===== src/rtl/dds_pkg.sv =====
// Shared DDS definitions: phase/LUT widths, quadrant codes, tuning-word type
// and the quarter-wave mapping used by both the phase generator and sin_lookup.
// Pure declarations; no timing or flow control of its own.
package dds_pkg;

  localparam int PH_W   = 8;
  localparam int LUT_AW = 6;
  localparam int FTW_W  = 24;

  // Quadrant codes, taken from the two phase MSBs
  localparam logic [1:0] Q0 = 2'b00;
  localparam logic [1:0] Q1 = 2'b01;
  localparam logic [1:0] Q2 = 2'b10;
  localparam logic [1:0] Q3 = 2'b11;

  typedef logic [FTW_W-1:0] ftw_t;

  typedef struct packed {
    logic [LUT_AW-1:0] addr;
    logic              mirror;
    logic              negate;
  } quad_t;

  // Fold a full-period phase onto the 64-entry quarter-wave table.
  // Quadrants 1 and 3 run the table backwards; quadrants 2 and 3 flip the sign.
  function automatic quad_t quad_map(input logic [PH_W-1:0] p);
    quad_t q;
    q.addr   = p[LUT_AW-1:0];
    q.mirror = 1'b0;
    q.negate = 1'b0;
    case (p[PH_W-1 -: 2])
      Q1: begin
        q.addr   = ~p[LUT_AW-1:0];
        q.mirror = 1'b1;
      end
      Q2: begin
        q.negate = 1'b1;
      end
      Q3: begin
        q.addr   = ~p[LUT_AW-1:0];
        q.mirror = 1'b1;
        q.negate = 1'b1;
      end
      default: ;
    endcase
    return q;
  endfunction

endpackage


===== src/rtl/dds_quad_decode.sv =====
// Offset add and quadrant decode of the accumulator phase, registered.
// Latency: one cycle from the phase input to the outputs.
// No backpressure: outputs load when en is high and hold otherwise.
module dds_quad_decode
  import dds_pkg::*;
(
  input  logic              clk,
  input  logic              rst_n,
  input  logic              en,
  input  logic [PH_W-1:0]   acc_ph,
  input  logic [PH_W-1:0]   phase_off,
  output logic [PH_W-1:0]   phase_out,
  output logic [LUT_AW-1:0] lut_addr,
  output logic              mirror,
  output logic              negate
);

  logic [PH_W-1:0] p;
  quad_t           q;

  // Offset add wraps modulo 256; the carry is deliberately dropped
  always_comb begin
    p = acc_ph + phase_off;
    q = quad_map(p);
  end

  // Register the decoded sample only when a new accumulator value is present
  always_ff @(posedge clk) begin
    if (!rst_n) begin
      phase_out <= '0;
      lut_addr  <= '0;
      mirror    <= 1'b0;
      negate    <= 1'b0;
    end else if (en) begin
      phase_out <= p;
      lut_addr  <= q.addr;
      mirror    <= q.mirror;
      negate    <= q.negate;
    end
  end

endmodule


===== src/rtl/dds_phase_accum.sv =====
// Tunable phase accumulator with shadowed tuning word, saturating sweep and quadrant decode.
// Latency: acc updates on the enable edge, decoded sample one cycle later (two from enable).
// ftw_valid/ftw_ready: one-deep shadow; ready drops after accept, returns after the apply edge.
module dds_phase_accum #(
  parameter int ACC_W  = 24,
  parameter int PH_W   = 8,
  parameter int STEP_W = 16
) (
  input  logic              clk,
  input  logic              rst_n,
  input  logic              enable,
  input  logic [ACC_W-1:0]  ftw_in,
  input  logic              ftw_valid,
  output logic              ftw_ready,
  input  logic [PH_W-1:0]   phase_off,
  input  logic              sweep_en,
  input  logic [STEP_W-1:0] sweep_step,
  output logic [PH_W-1:0]   phase_out,
  output logic [5:0]        lut_addr,
  output logic              mirror,
  output logic              negate,
  output logic              phase_valid,
  output logic              wrap
);

  import dds_pkg::*;

  logic [ACC_W-1:0] acc;
  logic [ACC_W-1:0] ftw_act;
  logic [ACC_W-1:0] ftw_shd;
  logic             shd_full;
  logic             en_q;
  logic             carry_q;

  logic [ACC_W:0]   acc_sum;
  logic             carry;
  logic [ACC_W:0]   sweep_sum;
  logic [ACC_W-1:0] ftw_swept;
  logic             apply;
  logic             xfer;

  assign ftw_ready = ~shd_full;

  // Next accumulator value, carry, saturating sweep and shadow apply/transfer decisions
  always_comb begin
    acc_sum   = {1'b0, acc} + {1'b0, ftw_act};
    carry     = enable & acc_sum[ACC_W];
    sweep_sum = {1'b0, ftw_act} + {{(ACC_W + 1 - STEP_W){1'b0}}, sweep_step};
    ftw_swept = sweep_sum[ACC_W] ? {ACC_W{1'b1}} : sweep_sum[ACC_W-1:0];
    // A pending word moves in at a period boundary, or at once while the accumulator is idle
    apply     = shd_full & (carry | ~enable);
    // Transfer and apply are mutually exclusive: one needs the shadow empty, the other full
    xfer      = ftw_valid & ~shd_full;
  end

  // Accumulator, active/shadow tuning words and their occupancy
  always_ff @(posedge clk) begin
    if (!rst_n) begin
      acc      <= '0;
      ftw_act  <= '0;
      ftw_shd  <= '0;
      shd_full <= 1'b0;
    end else begin
      if (enable) begin
        acc <= acc_sum[ACC_W-1:0];
      end
      if (apply) begin
        ftw_act  <= ftw_shd;
        shd_full <= 1'b0;
      end else if (carry && sweep_en) begin
        ftw_act <= ftw_swept;
      end
      if (xfer) begin
        ftw_shd  <= ftw_in;
        shd_full <= 1'b1;
      end
    end
  end

  // Delay enable and carry so valid/wrap line up with the decoded sample
  always_ff @(posedge clk) begin
    if (!rst_n) begin
      en_q        <= 1'b0;
      carry_q     <= 1'b0;
      phase_valid <= 1'b0;
      wrap        <= 1'b0;
    end else begin
      en_q        <= enable;
      carry_q     <= carry;
      phase_valid <= en_q;
      wrap        <= carry_q;
    end
  end

  dds_quad_decode u_decode (
    .clk       (clk),
    .rst_n     (rst_n),
    .en        (en_q),
    .acc_ph    (acc[ACC_W-1 -: PH_W]),
    .phase_off (phase_off),
    .phase_out (phase_out),
    .lut_addr  (lut_addr),
    .mirror    (mirror),
    .negate    (negate)
  );

endmodule


===== config.mk =====
export PLATFORM = sky130hd
export DESIGN_NAME = dds_phase_accum
export DESIGN_NICKNAME = d
export VERILOG_FILES = /design/src/rtl/dds_pkg.sv /design/src/rtl/dds_quad_decode.sv /design/src/rtl/dds_phase_accum.sv
export SDC_FILE = /design/constraint.sdc
export NUM_CORES = 1
export LEC_CHECK = 0
export CORE_MARGIN = 5
export CORE_UTILIZATION = 27
export DETAILED_ROUTE_END_ITERATION = 8
export PLACE_DENSITY = 0.55
export SLEW_MARGIN = 25
export SYNTH_ARGS = -nofsm -noshare
export SYNTH_HDL_FRONTEND = slang
export SYNTH_HIERARCHICAL = 1
export SYNTH_SLANG_ARGS = --single-unit

===== constraint.sdc =====
create_clock -name clk -period 3.35 [get_ports clk]
set_clock_uncertainty 0.15 [all_clocks]
set_input_delay 0.335 -clock clk [delete_from_list [all_inputs] [get_ports clk]]
set_output_delay 0.335 -clock clk [all_outputs]
set_load 0.02 [all_outputs]

==> metrics <==
first-pass GRT wire length 25600 um; ys async rst share 0%; register bit total from synthesis 92; Die W 158 um; Residual DRC 0; IO buf count 71; row count 54; fill count 2311; DP Cell Count 1019; commonest non-fill, non-tap cell in the layout dfxtp_1; layout cells sized above 1 9.14%; DRT Wirelength 15800 um; Gate power share 22.7%; CP required 3470 ps; clock sink count 92; Max Used Layer met4; endpoints failing setup 0; antenna violations before repair 0; DRT met1 WL 7670 um; DRT Pass-1 Iters 5; post-synthesis cell area 5940 um2; chip height 158 um; Slew HR 40.3%; worst hold path type reg2reg; Post-Syn Nets 777; metal2 WL 7100 um; slew of the pin with the lowest slew margin 894 ps; Final period util 93.3%; setup bufs post-CTS 0; Core Area 21800 um2; overflow left after global routing 0; DIE AREA 25100 um2; area grow syn2layout 22.8%; commonest non-fill, non-tap cells in the layout dfxtp_1, nand2_1, a21oi_1; RSZ-0062 raised after global routing false; Final Wtd Congestion 0.826; crit-path max cell delay 750 ps; via count 5144; MaxCap Viol Count 0; Post-Synthesis Cells 674; critical path class reg2reg; CTS tree yes; crit-path max FO 13; CTS max path bufs 2; Final Hold Viols 0; status finished, final reports clean; Seq/Total Area, Yosys 31.0%; vias in the first global route 4892; synth warn 6; fin nets 853; WL met3 842 um; fmax 0.320 GHz; worst ir drop on vdd 0.000211 V; GRT Total Usage 12.8%; Cell Int Power 0.00201 W; Most used DFF post-synth dfxtp_1; CP max stage cell a211oi_4; crit path time final 3130 ps; nature of the critical path startpoint register; final setup TNS 0 ps; post-route cell area 7290 um2; Clk pwr share 34.7%; EDFF count, synth 0; CTS resizes 0; vias per cell 4.97; distinct cell type count of the synthesized netlist 77; 1st-iter DRT viols 274; Pins Over Slew Limit 0; delay-heaviest family, CP compound AO/OA/AOI/OAI gates; PnR worst setup slack 224 ps; # hold bufs at CTS 0; Post-DP Area 7010 um2; total clock buffers created by CTS 9; worst path cell trace ha_1 -> and3_1 -> nand2_1 -> o21ai_1 -> nor3b_4 -> a211oi_4 -> buf_4 -> o221ai_1 -> a211oi_1; Pwr Density 396 nW/um2; Final Non-Filler Cells 1035; Critical Path Sink Type register; Crit path buffers/inverters 1; largest net degree at the start of global routing 44; Detail Placement HPWL 12200 um; later-pin clock latency in the skew report 360 ps; H-tree Lvls 3; wire length per cell 15.3 um; Antenna Nets Post-Route 0; crit path DAT 3240 ps; clock-pin transition on the worst setup and hold timing paths 70 ps; pre-CTS setup slack -0.224 ps; clk root buf clkbuf_16; Flop pwr share 42.7%; switching pwr 0.000878 W; Sw Ratio 30.4%; leak pwr 3.03 nW; n_diodes 0; IO Pins 72; Avg Synthesized Cell Area 8.81 um2; Initial Util 27.3%
[layer usage]
metal  GRT usage [%]  vias to the layer above
li1                -                     2636
met1            17.6                     2382
met2            20.5                      112
met3            2.64                       14
met4            3.17                        0
met5               0                        -
[stage by stage]
| stage | power [W] | hold WS [ps] | utilization (%) |
|---|---|---|---|
| 5_1_grt | 0.00304 | 309 | 33.5 |
| 3_5_place_dp | 0.00191 | 274 | 32.2 |
| 4_1_cts | 0.00293 | 290 | 33.5 |
| 2_1_floorplan | 0.00169 | 262 | - |
| 6_report | 0.00289 | 284 | 33.5 |
| 3_3_place_gp | 0.00191 | 269 | 32.2 |
[worst paths after layout]
path | cells past startpoint | endpoint | slack [ps] | startpoint
worst max-delay path | 9 | ftw_act[23]$_SDFFE_PN0P_ | 220 | ftw_act[20]$_SDFFE_PN0P_
worst min-delay path | 1 | wrap$_SDFF_PN0_ | 280 | carry_q$_SDFF_PN0_
worst max register to register | 9 | ftw_act[23]$_SDFFE_PN0P_ | 220 | ftw_act[20]$_SDFFE_PN0P_
worst min register to register | 1 | wrap$_SDFF_PN0_ | 280 | carry_q$_SDFF_PN0_
[final cells by class]
cell class | instances | area (um2) | share of cell area, %
Clock buffer | 11 | 243 | 3.33
Clock inverter | 5 | 42.5 | 0.583
Inverter | 17 | 63.8 | 0.875
Multi-Input combinational cell | 537 | 3880 | 53.2
Sequential cell | 92 | 1840 | 25.3
Tap cell | 280 | 350 | 4.80
Timing Repair Buffer | 93 | 871 | 11.9
[synth_stat cells (5+ instances only)]
master / instances / area, um2
nand2b_1: 6 / 37.5
and3_1: 5 / 31.3
ha_1: 47 / 588
o211ai_1: 6 / 45.0
nor2b_1: 21 / 131
nand3_1: 15 / 75.1
nand3b_1: 5 / 37.5
o21a_1: 9 / 67.6
o221ai_1: 17 / 149
nor2_1: 26 / 97.6
o21ai_0: 35 / 175
buf_6: 5 / 56.3
o21ai_1: 5 / 25.0
o211a_1: 6 / 60.1
nand2_1: 79 / 297
mux2i_1: 18 / 180
a21o_1: 21 / 158
dfxtp_1: 92 / 1840
or3_1: 7 / 43.8
inv_1: 17 / 63.8
a211oi_1: 5 / 37.5
a21boi_0: 5 / 37.5
xnor2_1: 23 / 201
a21oi_1: 75 / 375
clkbuf_1: 18 / 67.6
xor2_1: 20 / 175
[flip-flops by register name (all words and copies together), names as in the netlist]
signal / cells
carry_q: 1
shd_full: 1
u_decode/mirror: 1
u_decode/lut_addr: 6
en_q: 1
ftw_act: 24
wrap: 1
phase_valid: 1
acc: 24
u_decode/phase_out: 8
ftw_shd: 24
[cell families (layout without fill, tap and decap cells)]
logic type	Yosys count	after routing	share of synthesized area (%)
AOI/OAI and AO/OA	232	232	28.1
and+or+nand+nor	193	193	16.6
DFF	92	92	31.0
adders and majority gates	50	50	10.9
buffers and inverters	45	126	3.67
xor gates and xnor gates	44	44	6.72
muxes	18	18	3.03
[power groups by stage]
stage	Clock (W)	Sequential (W)	Combinational (W)
final	0.00100	0.00123	0.000654
after global routing	0.00107	0.00124	0.000728
after CTS	0.00104	0.00123	0.000656
after detailed placement	0	0.00126	0.000651
after global placement	0	0.00126	0.000651
after floorplan	0	0.00124	0.000444
(Power assumes the default switching activity.)
